$ cat config.mk
export PLATFORM = sky130hd
export DESIGN_NAME = irq_ctrl
export DESIGN_NICKNAME = d
export VERILOG_FILES = /design/src/rtl/irq_ctrl.sv
export SDC_FILE = /design/constraint.sdc
export NUM_CORES = 1
export LEC_CHECK = 0
export CAP_MARGIN = 30
export CORE_MARGIN = 1
export CORE_UTILIZATION = 35
export DETAILED_ROUTE_END_ITERATION = 8
export PLACE_DENSITY = 0.86
export SLEW_MARGIN = 0
export SYNTH_ARGS = -nofsm -noshare
export SYNTH_HDL_FRONTEND = slang
export SYNTH_SLANG_ARGS = --single-unit
$ cat constraint.sdc
create_clock -name clk -period 1.1 [get_ports clk]
set_input_delay 0.22 -clock clk [delete_from_list [all_inputs] [get_ports clk]]
set_output_delay 0.22 -clock clk [all_outputs]
set_load 0.01 [all_outputs]
$ cat src/rtl/irq_ctrl.sv
// Interrupt controller: synchronises and edge-detects peripheral lines into a
// W1C pending register, masks them, gates with IEN and reports the winning source.
module irq_ctrl #(
  parameter int unsigned NUM_SRC = 4,
  parameter int unsigned ID_W    = 4
) (
  input  logic               clk,
  input  logic               rst,
  input  logic [NUM_SRC-1:0] src_irq,
  input  logic               set_ien,
  input  logic               clear_ien,
  input  logic               reg_wr,
  input  logic [1:0]         reg_addr,
  input  logic [15:0]        reg_wdata,
  output logic [15:0]        reg_rdata,
  output logic               irq,
  output logic [ID_W-1:0]    irq_id
);

  logic [NUM_SRC-1:0] sync1, sync2, prev;
  logic [NUM_SRC-1:0] pend, mask;
  logic [NUM_SRC-1:0] rise, act, pend_clr;
  logic               ien;
  logic [ID_W-1:0]    first_id;
  logic [15:0]        id_ext;
  logic               unused_bits;

  assign rise     = sync2 & ~prev;
  assign pend_clr = (reg_wr && reg_addr == 2'd0) ? reg_wdata[NUM_SRC-1:0] : '0;

  always_ff @(posedge clk or posedge rst) begin
    if (rst) begin
      sync1 <= '0;
      sync2 <= '0;
      prev  <= '0;
      pend  <= '0;
      mask  <= '0;
      ien   <= 1'b0;
    end else begin
      sync1 <= src_irq;
      sync2 <= sync1;
      prev  <= sync2;
      // OR-ing rise after the clear lets a same-cycle new request survive W1C
      pend  <= (pend & ~pend_clr) | rise;
      if (reg_wr && reg_addr == 2'd1)
        mask <= reg_wdata[NUM_SRC-1:0];
      if (clear_ien)
        ien <= 1'b0;
      else if (set_ien)
        ien <= 1'b1;
    end
  end

  assign act = pend & mask;
  assign irq = ien & (|act);

  always_comb begin
    first_id = '0;
    for (int unsigned i = NUM_SRC; i > 0; i--) begin
      if (act[i-1])
        first_id = ID_W'(i - 1);
    end
  end

  assign irq_id = irq ? first_id : '0;
  assign id_ext = 16'(irq_id);

  always_comb begin
    reg_rdata = '0;
    case (reg_addr)
      2'd0: reg_rdata[NUM_SRC-1:0] = pend;
      2'd1: reg_rdata[NUM_SRC-1:0] = mask;
      2'd2: begin
        reg_rdata[0]    = ien;
        reg_rdata[1]    = irq;
        reg_rdata[11:8] = id_ext[3:0];
      end
      default: reg_rdata = '0;
    endcase
  end

  assign unused_bits = ^{reg_wdata, id_ext};

endmodule
=== Yosys cells after proc, flatten, opt, wreduce, memory -nomap -nowiden ===
Index checks and enable logic that the tools add are counted.

* Bits in registers: 21
* Bits of input ports: 27
* Output and inout port bits: 21
* Logic and storage cells: 31

* Equality and inequality tests: 2
* Muxes and demuxes: 11
* Bitwise gates (word level): 7
* Reduce and logical (&&, ||, !) cells: 5

{| class="wikitable"
|+ Operator list
! cell !! number
|-
| $mux W4 || 6
|-
| $and A4 B4 Y4 || 3
|-
| $not A4 Y4 || 2
|-
| $pmux W2 S3 || 1
|-
| $or A4 B4 Y4 || 1
|-
| $pmux W2 S2 || 1
|-
| $reduce_or A4 Y1 || 1
|-
| $eq A2 B1 Y1 const B || 1
|-
| $eq A2 B2 Y1 const B || 1
|-
| $logic_and A1 B1 Y1 || 2
|-
| $logic_not A2 Y1 || 1
|-
| $mux W1 || 2
|-
| $mux W2 || 1
|-
| $reduce_bool A2 Y1 || 1
|-
| $and A1 B1 Y1 || 1
|}

=== Logic depth before layout (Yosys ltp) ===
* Word-level depth: 7
* Mapped depth: 4
* Gate-level depth less buffers: 3

=== Least setup slack after synthesis ===
Ideal clock, no wire load.

* Path type: reg-to-output
* Start point: register pend[2]
* End point: output reg_rdata[1]
* Arrival time: 1015 ps
* Data required time: 880 ps
* Slack: -135 ps
* Cell stages (with the launch flop): 4
* Buffers on the path: 0
* Path through: dfrtp_1 a22oi_1 nand3_1 a41o_1

* Cells in the longest elaborated chain, start to end: 4

{| class="wikitable"
|+ RTL lines
! item !! RTL line !! RTL
|-
| start: declaration || 21 || <nowiki>logic [NUM_SRC-1:0] pend, mask;</nowiki>
|-
| start signal: assignment || 44 || <nowiki>pend <= (pend & ~pend_clr) | rise;</nowiki>
|-
| $and A4 B4 Y4 || 54 || <nowiki>assign act = pend & mask;</nowiki>
|-
| $reduce_or A4 Y1 || 55 || <nowiki>assign irq = ien & (|act);</nowiki>
|-
| $and A1 B1 Y1 || 55 ||
|-
| $pmux W2 S3 || 70 || <nowiki>case (reg_addr)</nowiki>
|-
| end: declaration || 15 || <nowiki>output logic [15:0] reg_rdata,</nowiki>
|}

No other way between the ends.

=== Worst setup path after layout ===
* Start point: register pend[2]
* End point: output reg_rdata[8]

* Cells in the longest elaborated chain, start to end: 6
* Elaborated cells between the ends (all ways): 8
* Classes of those cells: mux: 5; bitwise: 2; reduce/logical: 1

{| class="wikitable"
|+ RTL lines
! item !! RTL line !! RTL
|-
| $and A4 B4 Y4 (*) || 54 ||
|-
| $mux W4 (3 in a row) || 60 || <nowiki>if (act[i-1])</nowiki>
|-
| $mux W4 (*) || 65 || <nowiki>assign irq_id = irq ? first_id : '0;</nowiki>
|-
| $mux W4 (*) || 70 ||
|}

Every way passes the cells marked *; elsewhere a longest branch is shown, timed or not.

==> impl_metrics.tcl <==
set metrics [dict create \
    end_kind "output pin" \
    hp-class "in -> async" \
    p_leak_nw 0.7633 \
    synth_warnings 0 \
    die_h_um 54.23 \
    dr.pass1.iters 3 \
    post-route-drc-count 0 \
    violations "negative setup slack" \
    insertion_delay_ns 0.30 \
    routabilityCongestion 0.7680 \
    final_antenna_net_count 0 \
    ios 48 \
    critPathArrivalTime_ns 1.41 \
    path_class "reg -> out" \
    wl_per_cell_um 12.72 \
    grt_pass1_vias 738 \
    ys_types 23 \
    cts_tree "done" \
    synth_area_leaders "dfrtp_1 (55%), buf_4 (9.4%), mux2_4 (6.3%)" \
    cts_buffers 3 \
    drive_above_1_share_pct 46.67 \
    start_util_pct 37.85 \
    cp_max_fo 3 \
    grt_use_total_pct 15.76 \
    status "finished with violations" \
    finClkSkew_ns 0.008660 \
    fp.dieArea_mm2 0.002940 \
    antenna_cells 0 \
    max_cap_viol_count 0 \
    drv_slew 0 \
    syn_area_per_cell_um2 11.64 \
    cp-start-kind "flop" \
    totalWireLength_um 2098 \
    core_mm2 0.002522 \
    setup_slack_ns -0.5296 \
    nNetsFinal 163 \
    rows 18 \
    cts-htree-levels 1 \
    grt_pass1_wl_um 3187 \
    netlist_area_um2 954.7 \
    utilization_pct 58.43 \
    ir_drop_mv 0.8940 \
    die_w_um 54.23 \
    r2r_setup_slack_ns 0 \
    clkTransAtPathRegs_ns 0.11 \
    synth_top_cell_by_area "dfrtp_1" \
    cts_buffer_depth 2 \
    cts.sinks 21 \
    max_freq_ghz 0.6136 \
    synth_top_area_share_pct 55.05 \
    placed_cell_area_mm2 0.001325 \
    dp_hpwl_um 1521 \
    ys_seq_area_share_pct 55.05 \
    synthToLayoutAreaGrowth_pct 54.39 \
    fillers 216 \
    power-per-cell-area_mw_per_mm2 1280 \
    grt_overflow_total 0 \
    cts-root-buf "clkbuf_4" \
    io_buffers 23 \
    rsz0062_at_grt "yes" \
    vias 737 \
    finalSetupViolCount 10 \
    finalHoldViolCount 0 \
    finalCritPeriodShare_pct 148.1 \
    antenna_found_initial 0 \
    whs_ns 0.2150 \
    syn_inst 82 \
    drt-initial-drc-count 2 \
    synth-seq-cells 21 \
    cp.required_ns 0.88 \
    grt_max_degree 22 \
    min_period_ns 1.630 \
    design_area_mm2 0.001474 \
    vias_per_cell 4.467 \
]
cells by family after synthesis:
| kind of cell | count (synthesis) | synth area share, % |
|---|---|---|
| buffers and inverters | 20 | 13.50 |
| AOI/OAI and AO/OA | 9 | 7.339 |
| muxes | 8 | 10.49 |
| and+or+nand+nor | 23 | 13.24 |
| other | 1 | 0.3928 |
| DFF | 21 | 55.05 |
layer usage:
metal	GRT usage [%]	vias up	share of wire (%)
met5	0	-	0
met4	4.274	0	0.81
met3	1.667	2	4.2
met2	32.72	30	59
met1	16.07	352	36
li1	-	353	-
worst paths after layout:
kind,from,to,cells past startpoint
hold reg to reg,sync1[0]$_DFF_PP0_,sync2[0]$_DFF_PP0_,0
min in group clk,src_irq[2],sync1[2]$_DFF_PP0_,1
setup reg to reg,mask[3]$_DFFE_PP0P_,mask[3]$_DFFE_PP0P_,4
max in group asynchronous,rst,pend[1]$_DFF_PP0_,3
hold / removal,rst,sync1[2]$_DFF_PP0_,3
setup / recovery,pend[2]$_DFF_PP0_,reg_rdata[8],5
Yosys cell counts, drive strengths merged:
master,instances
conb,1
nand3,2
and2,1
a22o,4
inv,6
mux2i,4
mux2,4
nor2,5
nor4b,1
a22oi,1
nor3b,2
buf,14
a211oi,1
nor2b,1
dfrtp,21
nand2,11
o21ai,1
a21oi,1
a41o,1
through the flow:
stage	cells	total power [W]	TNS, ns	worst slack (ns)
2_1_floorplan	93	0.001140	-0.2475	-0.1041
3_3_place_gp	152	0.001350	-10.52	-0.9058
3_5_place_dp	152	0.001383	-11.32	-0.9952
4_1_cts	163	0.001843	-3.868	-0.5171
5_1_grt	165	0.002006	-4.645	-0.5878
6_report	165	0.001887	-3.988	-0.5296
report_power, final:
part / total (W) / switching, W / internal, W / leakage, nW
Clock: 0.000356 / 0.000221 / 0.000135 / 0.0177
Sequential: 0.000891 / 0.0000525 / 0.000838 / 0.239
Combinational: 0.000640 / 0.000264 / 0.000376 / 0.507
Total: 0.00189 / 0.000537 / 0.00135 / 0.763
final cells by class:
class | instances | area (µm²) | area share [%]
sequential | 21 | 525.5 | 35.65
timing repair buffer | 52 | 447.9 | 30.39
multi-input combinational | 52 | 412.9 | 28.01
tap | 30 | 37.54 | 2.547
clock buffer | 3 | 22.52 | 1.528
inverter | 6 | 22.52 | 1.528
clock inverter | 1 | 5.005 | 0.3396
state kept, by name, summed over array words and instances (netlist names):
register  count
ien           1
sync2         4
prev          4
sync1         4
mask          4
pend          4
worst max-delay path: stages (launching register included):
cell	delay [ns]
dfrtp_1	0.42
buf_6	0.14
nand2_4	0.06
nand3_4	0.07
a211oi_2	0.25
buf_2	0.17
layout by cell type (no fill, tap or decap):
| cell | count |
|---|---|
| a211oi_2 | 1 |
| a21oi_2 | 1 |
| a22o_1 | 4 |
| a22oi_2 | 1 |
| a41o_1 | 1 |
| and2_4 | 1 |
| buf_12 | 1 |
| buf_2 | 8 |
| buf_4 | 19 |
| buf_6 | 10 |
| clkbuf_2 | 2 |
| clkbuf_4 | 3 |
| clkdlybuf4s50_1 | 11 |
| clkinv_2 | 1 |
| conb_1 | 12 |
| dfrtp_1 | 21 |
| dlymetal6s2s_1 | 1 |
| inv_1 | 6 |
| mux2_4 | 4 |
| mux2i_1 | 4 |
| nand2_1 | 6 |
| nand2_2 | 2 |
| nand2_4 | 3 |
| nand3_2 | 1 |
| nand3_4 | 1 |
| nor2_1 | 5 |
| nor2b_4 | 1 |
| nor3b_2 | 1 |
| nor3b_4 | 1 |
| nor4b_2 | 1 |
| o21ai_1 | 1 |
repair_timing:
action,in CTS,in global routing
hold buffers,0,0
pin swaps,10,8
gates resized for setup,57,16
cloned,0,0
setup endpoints to repair,17,14
setup buffers,7,5
No activity file was read; power rests on OpenSTA's default activity.
